## src/rtl/csr_encoder.sv

```systemverilog
// csr_encoder: packs a row-major dense matrix stream into CSR value, column and row-pointer tables.
module csr_encoder #(
    parameter int DATA_W = 32,
    parameter int ROWS   = 560,
    parameter int COLS   = 560,
    parameter int SP_AW  = 14,
    parameter int ROW_AW = 10
) (
    input  logic              clk,
    input  logic              rst,
    input  logic              start,
    input  logic [DATA_W-1:0] din_data,
    input  logic              din_valid,
    output logic              din_ready,
    output logic              sp_we,
    output logic [SP_AW-1:0]  sp_addr,
    output logic [DATA_W-1:0] sp_data,
    output logic [31:0]       col_data,
    output logic              row_we,
    output logic [ROW_AW-1:0] row_addr,
    output logic [31:0]       row_data,
    output logic [SP_AW:0]    nnz,
    output logic              busy,
    output logic              done,
    output logic              overflow
);
    localparam int CW = (COLS > 1) ? $clog2(COLS) : 1;

    typedef enum logic [1:0] {IDLE, INIT, STREAM, DONE} state_t;

    state_t            state, state_d;
    logic [CW-1:0]     col;
    logic [ROW_AW-1:0] row;
    logic              restart, accept, nz, wr, last_col;
    logic [SP_AW:0]    nnz_d;

    assign din_ready = state == STREAM;
    assign busy      = state == INIT || state == STREAM;
    assign done      = state == DONE;

    // nnz saturates at 2^SP_AW, so its top bit alone marks a full value RAM
    always_comb begin
        restart  = start && (state == IDLE || state == DONE);
        accept   = state == STREAM && din_valid;
        nz       = |din_data;
        wr       = accept && nz && !nnz[SP_AW];
        nnz_d    = nnz + (SP_AW+1)'(wr);
        last_col = col == CW'(COLS - 1);
        state_d  = restart ? INIT :
                   state == INIT ? STREAM :
                   (accept && last_col && row == ROW_AW'(ROWS - 1)) ? DONE : state;
    end

    always_ff @(posedge clk or negedge rst) begin
        if (!rst) state <= IDLE;
        else      state <= state_d;
    end

    always_ff @(posedge clk or negedge rst) begin
        if (!rst) begin
            sp_we    <= 1'b0;
            sp_addr  <= '0;
            sp_data  <= '0;
            col_data <= '0;
            row_we   <= 1'b0;
            row_addr <= '0;
            row_data <= '0;
            nnz      <= '0;
            overflow <= 1'b0;
            row      <= '0;
            col      <= '0;
        end else begin
            sp_we  <= wr;
            row_we <= state == INIT || (accept && last_col);
            if (restart) begin
                nnz      <= '0;
                overflow <= 1'b0;
                row      <= '0;
                col      <= '0;
            end
            if (state == INIT) begin
                row_addr <= '0;
                row_data <= '0;
            end
            if (wr) begin
                sp_addr  <= nnz[SP_AW-1:0];
                sp_data  <= din_data;
                col_data <= 32'(col);
                nnz      <= nnz_d;
            end
            if (accept && nz && nnz[SP_AW]) overflow <= 1'b1;
            if (accept) begin
                col <= last_col ? '0 : col + 1'b1;
                if (last_col) begin
                    row      <= row + 1'b1;
                    row_addr <= row + 1'b1;
                    row_data <= 32'(nnz_d);
                end
            end
        end
    end
endmodule

```

## config.mk

```make
export PLATFORM = sky130hd
export DESIGN_NAME = csr_encoder
export DESIGN_NICKNAME = d
export VERILOG_FILES = /design/src/rtl/csr_encoder.sv
export SDC_FILE = /design/constraint.sdc
export NUM_CORES = 1
export LEC_CHECK = 0
export CORE_MARGIN = 10
export CORE_UTILIZATION = 43
export CTS_CLUSTER_SIZE = 24
export DETAILED_ROUTE_END_ITERATION = 16
export DONT_BUFFER_PORTS = 1
export HOLD_SLACK_MARGIN = 0.05
export PLACE_DENSITY_LB_ADDON = 0.08
export SYNTH_ARGS = -nofsm -noshare
export SYNTH_HDL_FRONTEND = slang
export SYNTH_SLANG_ARGS = --single-unit
export TNS_END_PERCENT = 20
```

## constraint.sdc

```tcl
create_clock -name clk -period 4.7 [get_ports clk]
set_input_delay 0.94 -clock clk [delete_from_list [all_inputs] [get_ports clk]]
set_output_delay 0.94 -clock clk [all_outputs]
set_load 0.01 [all_outputs]
```

# Yosys cells after proc, flatten, opt, wreduce, memory -nomap -nowiden

Cells that the tools add are included.

Mux-type cells: 19
Add/sub/neg operators: 3
Equal/unequal tests: 5
Reduce and logical (&&, ||, !) cells: 17

Operators with widths:

| kind                                                                   | number |
|---|---|
| 32-bit two-way mux                                                     | 3 |
| 10-bit two-way mux                                                     | 9 |
| 32-bit OR reduction                                                    | 1 |
| 15-bit two-way mux                                                     | 2 |
| 10-bit by 1-bit adder with 10-bit output (second input constant)       | 2 |
| 10-bit equality test (second input constant)                           | 2 |
| 15-bit by 1-bit adder with 15-bit output                               | 1 |
| 1-bit logical AND                                                      | 7 |
| 2-bit two-way mux                                                      | 3 |
| 2-bit nonzero test                                                     | 3 |
| 2-bit equality test (second input constant)                            | 2 |
| 1-bit logical OR                                                       | 3 |
| 3-bit nonzero test                                                     | 1 |
| 2-bit by 1-bit equality test with 1-bit output (second input constant) | 1 |
| 2-bit zero test                                                        | 1 |
| 1-bit two-way mux                                                      | 2 |
| 1-bit zero test                                                        | 1 |

Register bits: 138
Input bits: 36
Output and inout port bits: 141

# Depth between registers and ports, before layout

Depth in word-level cells: 7
Mapped depth: 13
Gate-level depth less buffers: 12

# Worst setup path before layout

Ideal clock, no wire load.

Path kind: input -> register
Start: input din_data[16]
End: register nnz[12]
Arrival: 2.843 ns
Setup slack: 1.731 ns
Buffers on the path: 1
Required time: 4.574 ns
Stages: 10
Setup time: 0.126 ns
Cell sequence: nor4_1 -> nand4_1 -> o21ai_2 -> buf_4 -> inv_1 -> ha_1 -> ha_1 -> nand3_1 -> nor3_1 -> a221o_1

Longest elaborated chain between the ends: 5
Elaborated cells on any way between the ends: 6
Classes of those cells: add/sub: 1; mux: 1; reduce/logical: 4

Ends and longest elaborated chain:

| element                                  | RTL line | text |
|---|---|---|
| start: declaration                       | 12       | `input logic [DATA_W-1:0] din_data,` |
| 32-bit OR reduction (*)                  | 45       | `nz = \|din_data;` |
| 1-bit logical AND (*) (2 in series)      | 46       | `wr = accept && nz && !nnz[SP_AW];` |
| net wr                                   | 34       | `logic restart, accept, nz, wr, last_col;` |
| 15-bit by 1-bit adder with 15-bit output | 47       | `nnz_d = nnz + (SP_AW+1)'(wr);` |
| 15-bit two-way mux                       | 85       | `if (wr) begin` |
| end signal: assignment                   | 89       | `nnz <= nnz_d;` |
| end: declaration                         | 22       | `output logic [SP_AW:0] nnz,` |

The timed path passes the listed nets; every way through them passes the cells marked *.
A chain may end at the register's enable or synchronous reset.

# Final worst setup path

Start: input din_data[25]
End: register nnz[0]

Longest elaborated chain between the ends: 5
Elaborated cells on any way between the ends: 6
Classes of those cells: add/sub: 1; mux: 1; reduce/logical: 4

Ends and longest elaborated chain:

| element                                  | RTL line |
|---|---|
| 32-bit OR reduction (*)                  | 45 |
| 1-bit logical AND (*) (2 in series)      | 46 |
| 15-bit by 1-bit adder with 15-bit output | 47 |
| 15-bit two-way mux                       | 85 |

Every way passes the cells marked *; elsewhere a longest branch is shown, timed or not.

==> out/qor.txt <==
Final Core Density: 48.5%
# diodes: 0
clk_lat worst skew: 0.41 ns
P per Cell Area: 434 nW/um^2
Clock Path Buffers: 2
final instance area: 6730 sq um
worst vdd ir: 0.215 mV
CTS sink cnt: 138
RSZ-0062 raised after global routing: no
Yosys reg bits: 138
Die W: 139 microns
post-route ant nets: 0
number of CTS-inserted buffers: 17
nets: 567
Worst-Margin Slew: 1.15 ns
Ys Warns: 0
Reg2Reg Depth: 12
vias: 3901
area growth from synthesis to final layout: 10.7%
achievable clock frequency: 308 MHz
CTS resizes: 0
Residual DRC: 0
I/O Buffers: 0
reg2reg start: state[0]$_DFFE_PN0P_
largest net degree at the start of global routing: 139
commonest cells after routing, fill and taps aside: dfrtp_1 (138), mux2_2 (56), o21ai_0 (51), nand3_1 (37), nand2_1 (31)
Final Routed Wirelength: 14400 microns
Top FF cell, synth: dfrtp_1
HPWL Detailed: 9930 microns
initial core utilization: 43.8%
Setup crit start kind: input pin
reg-to-reg endpoint: row_data[9]$_DFF_PN0_
Die Y: 139 microns
Row Count: 43
routed len/inst: 20.1 microns
Crit path largest cell delay: 0.72 ns
All-Layer GR Usage: 14.7%
Setup crit end: nnz[0]$_DFFE_PN0P_
Slew HR: 23.1%
fin crit share: 69.1%
Critical Path RT: 4.99 ns
hold_buf cts: 0
Worst EP arrival: 3.54 ns
Critical Path Source: din_data[25]
initial antenna violation count: 0
number of setup buffers added after CTS: 0
Mapped Cells: 531
syn avg cell area: 11.5 sq um
max_cap viols: 0
final worst path period need: 3.25 ns
Final Max Tran Viols: 0
Cell Area, Synth: 6080 sq um
DRT Pass-1 Iters: 4
Critical Path Sink Type: flop
Post-synth EDFFs: 0
die area: 19300 sq um
worst hold path type: input pin to async pin
unique cell type count in the Yosys netlist: 45
status: finished, final reports clean
worst-path fanout max: 77
Synth async-reset ratio: 100%
drt initial violations: 282
Crit Path Category: input pin to flop
routability cong.: 0.736
Filler cells: 1269
Final Setup Violations: 0
Max Clock Skew: 0.00816 ns
hold_ws: 0.218 ns
vias in the first global route: 3920
sequential element share of the synthesized area: 56.8%
Setup TNS Final: 0 ns
worst path cell trace: nor4_1, nand4_1, o21ai_4, buf_4, and2_1, mux2_2
Reg2Reg Setup Slack: 1.67 ns
Leakage Power: 3.14 nW
CTS H-tree depth: 4
grt ovf: 0
commonest non-fill, non-tap cell in the layout: dfrtp_1
core area: 13900 sq um
CTS tree: done
slowest CP cell: buf_4
endpoints failing hold: 0
placed instance area: 6120 sq um
Clock transition at path regs: 0.06 ns
detailed-route vias per instance: 5.46
layout cells sized above 1: 18.7%
IO Count: 177
CTS root buf: clkbuf_16
first-pass GRT wire length: 23100 microns
flip-flops by register name, indices dropped and copies added (netlist names):
signal    flops
sp_data      32
col_data     10
sp_addr      14
row_data     32
overflow      1
nnz          15
state         2
row_addr     10
col          10
row          10
row_we        1
sp_we         1
area by class of cell:
type | count | area (sq um) | area share (%)
timing repair buffer | 2 | 15.0 | 0.223
sequential | 138 | 3450 | 51.3
inverter | 8 | 30.0 | 0.446
clock inverter | 13 | 175 | 2.60
clock buffer | 19 | 443 | 6.58
tap | 180 | 225 | 3.34
multi-input combinational | 355 | 2390 | 35.5
report_power, final:
| part | internal, W | switching [W] | leakage (nW) |
|---|---|---|---|
| clock network | 0.000896 | 0.000499 | 0.295 |
| logic | 0.0000765 | 0.0000664 | 1.01 |
| registers | 0.00126 | 0.000123 | 1.83 |
critical path: cells and delay by family:
family	cells	cell delay [ns]
mux	1	0.38
simple gates	3	1.22
buf+inv	1	0.72
compound gates	1	0.22
synthesized netlist by cell type, drive strengths merged (8+ instances only):
cell type  count  area [sq um]
clkbuf        12          46.3
mux2          56           631
nor2          23          86.3
buf           39           256
inv            8          30.0
and3          26           163
dfrtp        138          3450
xnor2         11          96.3
nor4           9          56.3
ha             9           113
and2           8          50.1
nand3         37           185
a21oi          9          45.0
o21ai         52           264
nand2         31           116
routing by layer:
| layer | vias to the layer above | GRT usage [%] | part of all wire [%] |
|---|---|---|---|
| met5 | - | 0 | 0 |
| met4 | 0 | 5.27 | 1.3 |
| met3 | 14 | 8.01 | 12 |
| met2 | 150 | 20.8 | 43 |
| met1 | 1909 | 18.5 | 44 |
| li1 | 1828 | - | - |
per-stage QoR:
step	power, W	cells	setup WS, ns
finish	0.00293	715	1.45
global placement	0.00155	683	1.09
floorplan	0.00152	552	1.73
global route	0.00304	715	1.32
CTS	0.00296	715	1.44
detailed placement	0.00156	683	1.01
how the worst min path moves through the flow:
stage,startpoint,to,slack [ns]
floorplan,row[9]$_DFF_PN0_,row[9]$_DFF_PN0_,0.49
global placement,row[9]$_DFF_PN0_,row[9]$_DFF_PN0_,0.52
detailed placement,row[9]$_DFF_PN0_,row[9]$_DFF_PN0_,0.52
CTS,rst,row_we$_DFF_PN0_,0.20
global route,rst,row_we$_DFF_PN0_,0.20
finish,rst,row_we$_DFF_PN0_,0.22
cells by family after synthesis:
kind of cell	Yosys count	synth area share [%]
simple gates	158	13.6
flops	138	56.8
compound gates	92	9.23
buf+inv	59	5.47
mux	57	10.5
xor+xnor	17	2.45
fa+ha+maj	9	1.85
other cells	1	0.0616
Note: power is estimated with default switching activity, not from simulation.
